--- config.mk ---
export PLATFORM = sky130hd
export DESIGN_NAME = multicycle_ctrl
export DESIGN_NICKNAME = d
export VERILOG_FILES = /design/src/rtl/multicycle_ctrl.sv
export SDC_FILE = /design/constraint.sdc
export NUM_CORES = 1
export LEC_CHECK = 0
export CORE_UTILIZATION = 45
export DETAILED_ROUTE_END_ITERATION = 8
export HOLD_SLACK_MARGIN = 0.03
export PLACE_DENSITY = 0.78
export SLEW_MARGIN = 30
export SYNTH_ARGS = -nofsm -noshare
export SYNTH_HDL_FRONTEND = slang
export SYNTH_SLANG_ARGS = --single-unit
--- constraint.sdc ---
create_clock -name clk_i -period 3.4 [get_ports clk_i]
set_input_delay 0.68 -clock clk_i [delete_from_list [all_inputs] [get_ports clk_i]]
set_output_delay 0.68 -clock clk_i [all_outputs]
set_load 0.02 [all_outputs]
--- src/rtl/multicycle_ctrl.sv ---
// Multi-cycle RV32 control sequencer (IDLE/FETCH/DECODE/EXEC/WB).
// Define MULTICYCLE_CTRL_MUL_EN to build the iterative-multiplier path (MUL_WAIT, start/done, timeout).
module multicycle_ctrl #(
  parameter int MUL_TIMEOUT = 64,
  parameter int CNT_W       = 32
) (
  input  logic             clk_i,
  input  logic             rst_i,
  input  logic             enable_i,
  input  logic [6:0]       op_code_i,
  input  logic [6:0]       funct7_i,
  input  logic             imem_ready_i,
  input  logic             mul_done_i,
  output logic             imem_req_o,
  output logic             ir_we_o,
  output logic [1:0]       aluop_o,
  output logic             alusrc_o,
  output logic             mul_start_o,
  output logic             reg_we_o,
  output logic             pc_we_o,
  output logic             busy_o,
  output logic             illegal_o,
  output logic             mul_err_o,
  output logic [CNT_W-1:0] retired_o
);

  localparam logic [6:0] OP_R   = 7'b0110011;
  localparam logic [6:0] OP_I   = 7'b0010011;
  localparam logic [6:0] F7_MUL = 7'b0000001;

  typedef enum logic [2:0] {
    IDLE     = 3'd0,
    FETCH    = 3'd1,
    DECODE   = 3'd2,
    EXEC     = 3'd3,
    WB       = 3'd4
`ifdef MULTICYCLE_CTRL_MUL_EN
    ,
    MUL_WAIT = 3'd5
`endif
  } state_t;

  state_t     state;
  logic [1:0] aluop_q;
  logic       alusrc_q;
  logic       illegal_q;
  logic       dec_r;
  logic       dec_i;
  logic [1:0] dec_aluop;
  logic       dec_alusrc;

  // IR is only guaranteed valid from DECODE on, so the class is decoded live there and held afterwards.
  assign dec_r      = (op_code_i == OP_R);
  assign dec_i      = (op_code_i == OP_I);
  assign dec_aluop  = dec_r ? 2'b10 : 2'b00;
  assign dec_alusrc = dec_i;
  assign ir_we_o    = (state == FETCH) && imem_ready_i;

`ifdef MULTICYCLE_CTRL_MUL_EN
  localparam int MCW = (MUL_TIMEOUT > 2) ? $clog2(MUL_TIMEOUT) : 1;
  localparam logic [MCW-1:0] MUL_LAST = MCW'(MUL_TIMEOUT - 1);

  logic [MCW-1:0] mul_cnt;
  logic           dec_mul;

  assign dec_mul     = dec_r && (funct7_i == F7_MUL);
  assign mul_start_o = (state == DECODE) && dec_mul;
`else
  logic unused_mul_inputs;

  assign unused_mul_inputs = ^{mul_done_i, funct7_i};
  assign mul_start_o       = 1'b0;
  assign mul_err_o         = 1'b0;
`endif

  always_comb begin
    aluop_o  = 2'b00;
    alusrc_o = 1'b0;
    case (state)
      IDLE, FETCH: begin
        aluop_o  = 2'b00;
        alusrc_o = 1'b0;
      end
      DECODE: begin
        aluop_o  = dec_aluop;
        alusrc_o = dec_alusrc;
      end
      default: begin
        aluop_o  = aluop_q;
        alusrc_o = alusrc_q;
      end
    endcase
  end

  always_ff @(posedge clk_i or posedge rst_i) begin
    if (rst_i) begin
      state      <= IDLE;
      busy_o     <= 1'b0;
      imem_req_o <= 1'b0;
      reg_we_o   <= 1'b0;
      pc_we_o    <= 1'b0;
      illegal_o  <= 1'b0;
      aluop_q    <= 2'b00;
      alusrc_q   <= 1'b0;
      illegal_q  <= 1'b0;
      retired_o  <= '0;
`ifdef MULTICYCLE_CTRL_MUL_EN
      mul_cnt    <= '0;
      mul_err_o  <= 1'b0;
`endif
    end else begin
      reg_we_o  <= 1'b0;
      pc_we_o   <= 1'b0;
      illegal_o <= 1'b0;
      case (state)
        IDLE: begin
          if (enable_i) begin
            state      <= FETCH;
            busy_o     <= 1'b1;
            imem_req_o <= 1'b1;
          end
        end
        FETCH: begin
          if (imem_ready_i) begin
            state      <= DECODE;
            imem_req_o <= 1'b0;
          end
        end
        DECODE: begin
          aluop_q   <= dec_aluop;
          alusrc_q  <= dec_alusrc;
          illegal_q <= !(dec_r || dec_i);
`ifdef MULTICYCLE_CTRL_MUL_EN
          mul_cnt   <= '0;
          if (dec_mul) begin
            state <= MUL_WAIT;
          end else begin
            state <= EXEC;
          end
`else
          state     <= EXEC;
`endif
        end
        EXEC: begin
          state     <= WB;
          pc_we_o   <= 1'b1;
          reg_we_o  <= !illegal_q;
          illegal_o <= illegal_q;
        end
`ifdef MULTICYCLE_CTRL_MUL_EN
        // A done arriving in the last allowed cycle still counts as a normal completion.
        MUL_WAIT: begin
          if (mul_done_i) begin
            state    <= WB;
            pc_we_o  <= 1'b1;
            reg_we_o <= 1'b1;
          end else if (mul_cnt == MUL_LAST) begin
            state     <= WB;
            pc_we_o   <= 1'b1;
            mul_err_o <= 1'b1;
          end else begin
            mul_cnt <= mul_cnt + MCW'(1);
          end
        end
`endif
        WB: begin
          retired_o <= retired_o + CNT_W'(1);
          if (enable_i) begin
            state      <= FETCH;
            imem_req_o <= 1'b1;
          end else begin
            state  <= IDLE;
            busy_o <= 1'b0;
          end
        end
        default: begin
          state <= IDLE;
        end
      endcase
    end
  end

endmodule

Word-level counts from Yosys, hierarchy flattened
Index checks and enable logic that the tools add are counted.
{"block": "classes", "n_reduce_logical": 12, "eq_ne": 10, "addsub": 1, "mux": 15}
{"operator": "32-bit by 1-bit adder with 32-bit output (second input constant)", "n": 1}
{"operator": "3-bit case mux with 5 select lines", "n": 1}
{"operator": "7-bit by 5-bit == test with 1-bit output (second input constant)", "n": 1}
{"operator": "7-bit by 6-bit == test with 1-bit output (second input constant)", "n": 1}
{"operator": "1-bit two-way mux", "n": 7}
{"operator": "3-bit by 2-bit == test with 1-bit output (second input constant)", "n": 2}
{"operator": "3-bit two-way mux", "n": 2}
{"operator": "2-bit != test (second input constant)", "n": 3}
{"operator": "1-bit case mux with 2 select lines", "n": 3}
{"operator": "3-bit AND reduction", "n": 2}
{"operator": "2-bit case mux with 2 select lines", "n": 1}
{"operator": "2-bit nonzero test", "n": 2}
{"operator": "2-bit OR reduction", "n": 2}
{"operator": "3-bit by 1-bit == test with 1-bit output (second input constant)", "n": 1}
{"operator": "3-bit == test (second input constant)", "n": 1}
{"operator": "3-bit zero test", "n": 1}
{"operator": "1-bit zero test", "n": 2}
{"operator": "2-bit two-way mux", "n": 1}
{"operator": "2-bit by 1-bit != test with 1-bit output (second input constant)", "n": 1}
{"operator": "2-bit AND reduction", "n": 1}
{"operator": "1-bit logical AND", "n": 1}
{"operator": "1-bit logical OR", "n": 1}
{"block": "totals", "input_bits": 19, "word_cells": 48, "ff_bits": 44, "output_inout_bits": 43}

Logic depth before layout (Yosys ltp)
{"block": "depth", "depth_word": 4, "depth_mapped": 6, "depth_no_buf": 5}

Worst setup path before layout
OpenSTA, ideal clock, no wires.
{"block": "synth_timing", "path_type": "input port to output port", "from": "input op_code_i[3]", "to": "output alusrc_o", "path_stages": 4, "arrival_ns": 1.694, "slack_ns": 1.026, "n_path_buf": 0, "required_time_ns": 2.720, "cell_sequence": "nor4b_1 > and3_1 > nand2_1 > o21ai_0"}
{"block": "synth_between", "elab_chain_len": 2}
{"item": "start, declared", "line_no": "10", "text": "input logic [6:0] op_code_i,"}
{"item": "7-bit by 5-bit == test with 1-bit output", "line_no": "54", "text": "assign dec_i = (op_code_i == OP_I);"}
{"item": "1-bit case mux with 2 select lines", "line_no": "79", "text": "case (state)"}
{"item": "end, declared", "line_no": "17", "text": "output logic alusrc_o,"}
Every way passes these cells.

Worst setup path after layout
Ends and elaborated chain as after synthesis.

==> impl_results.md <==
* Wire per inst at 13.3 um
* Vias/cell at 5.23
* Drt initial violations at 90
* TritonCTS clock tree: built
* Area Overhead vs Synth at 32.6%
* Initial antenna violation count at 0
* Gr usage total at 0.185
* WS Path Type: primary input to output port
* WL final at 3.69 mm
* Antenna diode count at 0
* Largest net degree at the start of global routing at 44
* Tcrit/Tclk final at 0.923
* Synthesized cell area at 0.00195 mm2
* Cts bufs inserted at 5
* Root buffer cell: clkbuf_8
* R2R Setup Slk at 1.04 ns
* Min setup slack post-route at 0.263 ns
* Least-Margin Pin Slew at 0.937 ns
* Die height at 67.8 um
* Avg Synthesized Cell Area at 11.2 um2
* CP required at 2.72 ns
* Total leakage power at 1.12 nW
* Placed Area at 0.00246 mm2
* Mapped Cells at 174
* Clock buffer depth at 2
* Num rows at 23
* CTS Hold Buffers Added at 0
* Dpl ws at 0.277 ns
* IO buf count at 50
* Final instance area at 0.00258 mm2
* Post-CTS setup buffers at 0
* Boundary Pins at 62
* Post-CTS Resized at 0
* DRT Pass-1 Iters at 4
* HP Class: flip-flop to flip-flop
* Worst VDD drop at 292 uV
* Die ar. at 0.00459 mm2
* Crit Path Max Fanout at 3
* Core ar. at 0.00409 mm2
* Status: completed
* Number of distinct library cells after synthesis at 28
* Final hold violations at 0
* Drt drc at 0
* Reg clk slew, reported paths at 0.08 ns
* Crit path time final at 3.14 ns
* Yosys Warn Count at 0
* Setup Skew at 0.00613 ns
* CP Data Arrival Time at 2.46 ns
* Horiz. Die Dim at 67.8 um
* Final Max Tran Viols at 0
* #FFs+latches synth at 43
* Final Net Count at 246
* CP Capture Type: output port
* Max H-tree Level at 2
* Slew margin rel. at 0.370
* Share of layout cells above drive strength 1 at 0.0573
* Post-synthesis sequential area ratio at 0.553
* Clock Latency Late Sink at 0.30 ns
* Via Count at 1,450
* Worst setup SP type: primary input
* ANT nets after route at 0
* Final Setup Violations at 0
* Routability cong. at 0.717
* Setup TNS Final at 0 ns
* Max Fclk at 319 MHz
* Initial Util at 0.476
* Vias in the first global route at 1,312
* PwrDens at 515 mW/mm2
* Remaining Overflow, GRT at 0
* Max-cap violations at 0
* Clock sinks at 43
* HPWL Detailed at 2.56 mm
* RSZ-0062 raised after global routing: no
* First-pass GRT wire length at 6.07 mm
==> layout by cell type, fill, tap and decap left out <==
master	netlist	routed
and4_1	2	2
clkdlybuf4s50_1	0	50
inv_1	2	2
nor4_2	1	1
nor4b_1	1	1
nor2_1	8	8
nand3b_1	2	2
nand4_1	11	11
or3b_1	1	1
o31ai_1	1	1
nor3_1	2	2
mux2_2	1	1
nand2b_1	3	3
a21oi_1	2	2
o21ai_0	6	6
clkinv_2	0	1
and3_1	8	8
nand2_1	15	15
and2_1	2	2
xnor2_1	28	28
conb_1	1	3
buf_4	4	1
clkbuf_8	0	6
bufinv_16	0	1
o21a_1	2	2
dfrtp_1	43	43
ha_1	1	1
nor4_4	2	2
nand3_1	18	18
xor2_1	3	3
==> registers in the layout (all words and copies together), names as in the netlist <==
signal	flops
pc_we_o	1
state	3
imem_req_o	1
alusrc_q	1
reg_we_o	1
illegal_q	1
retired_o	32
busy_o	1
aluop_q	1
illegal_o	1
==> path summary, 6_finish.rpt <==
kind / from / endpoint / depth (start not counted)
max in group asynchronous: rst_i / illegal_q / 3
worst min-delay path: illegal_q / reg_we_o / 1
worst max-delay path: op_code_i[3] / alusrc_o / 6
worst max register to register: state[2] / retired_o[18] / 4
worst min register to register: illegal_q / reg_we_o / 1
min in group asynchronous: rst_i / retired_o[20] / 3
==> layout make-up <==
cell class | instances | area, um2
clock buffer | 6 | 82.6
sequential | 43 | 1080
inverter | 2 | 7.51
timing repair buffer | 51 | 508
multi-input combinational | 123 | 811
clock inverter | 2 | 35.0
tap | 50 | 62.6
fill | 350 | 1500
==> critical path, cell delays in order <==
cell             delay, ns
clkdlybuf4s50_1       0.40
nor4b_1               0.28
and3_1                0.23
nand2_1               0.08
o21ai_0               0.16
clkdlybuf4s50_1       0.63
==> through the flow <==
| stage | hold WS, ns | cells | total power, W | util |
|---|---|---|---|---|
| after CTS | 0.460 | 277 | 0.00135 | 0.632 |
| final | 0.459 | 277 | 0.00133 | 0.632 |
| after global placement | 0.451 | 269 | 0.000925 | 0.603 |
| after detailed placement | 0.449 | 269 | 0.000936 | 0.603 |
| after global routing | 0.493 | 277 | 0.00140 | 0.632 |
| after floorplan | 0.427 | 176 | 0.000809 | - |
==> report_power, final <==
| part | leakage (nW) | switching [W] | total [W] | internal, W |
|---|---|---|---|---|
| registers | 0.577 | 0.0000643 | 0.000631 | 0.000567 |
| logic | 0.481 | 0.000152 | 0.000291 | 0.000139 |
| clock network | 0.0612 | 0.000172 | 0.000409 | 0.000238 |
| total | 1.12 | 0.000388 | 0.00133 | 0.000943 |
==> routing by layer <==
metal  global-route usage  routed length, um  vias up
met1                0.244               1620      700
met3               0.0625                205        2
li1                     -                  -      699
met4               0.0677                 21        0
met2                0.278               1840       49
met5                    0                  0        -
==> logic make-up (layout without fill, tap and decap cells) <==
group,after synthesis,count (layout),synth area share
AO/OA/AOI/OAI,11,11,0.0321
XOR/XNOR,31,31,0.139
adder cells (fa/ha/maj),1,1,0.00643
buffers and inverters,10,61,0.0347
flip-flops,43,43,0.553
multiplexers,1,1,0.00578
other,1,3,0.00193
AND/OR/NAND/NOR,76,76,0.227
==> synthesized netlist by cell type, drive strengths merged <==
cell type / count / area (um2)
nor4b: 1 / 8.76
o21ai: 6 / 30.0
nor4: 3 / 55.1
o21a: 2 / 15.0
or3b: 1 / 8.76
nor2: 8 / 30.0
xor2: 3 / 26.3
xnor2: 28 / 245
clkbuf: 2 / 7.51
and4: 2 / 17.5
and3: 8 / 50.1
nand4: 11 / 68.8
ha: 1 / 12.5
nand2: 15 / 56.3
conb: 1 / 3.75
nor3: 2 / 10.0
buf: 6 / 52.6
nand3b: 2 / 15.0
and2: 2 / 12.5
inv: 2 / 7.51
dfrtp: 43 / 1080
o31ai: 1 / 7.51
nand3: 18 / 90.1
nand2b: 3 / 18.8
mux2: 1 / 11.3
a21oi: 2 / 10.0
Power figures use the tool's default switching activity.
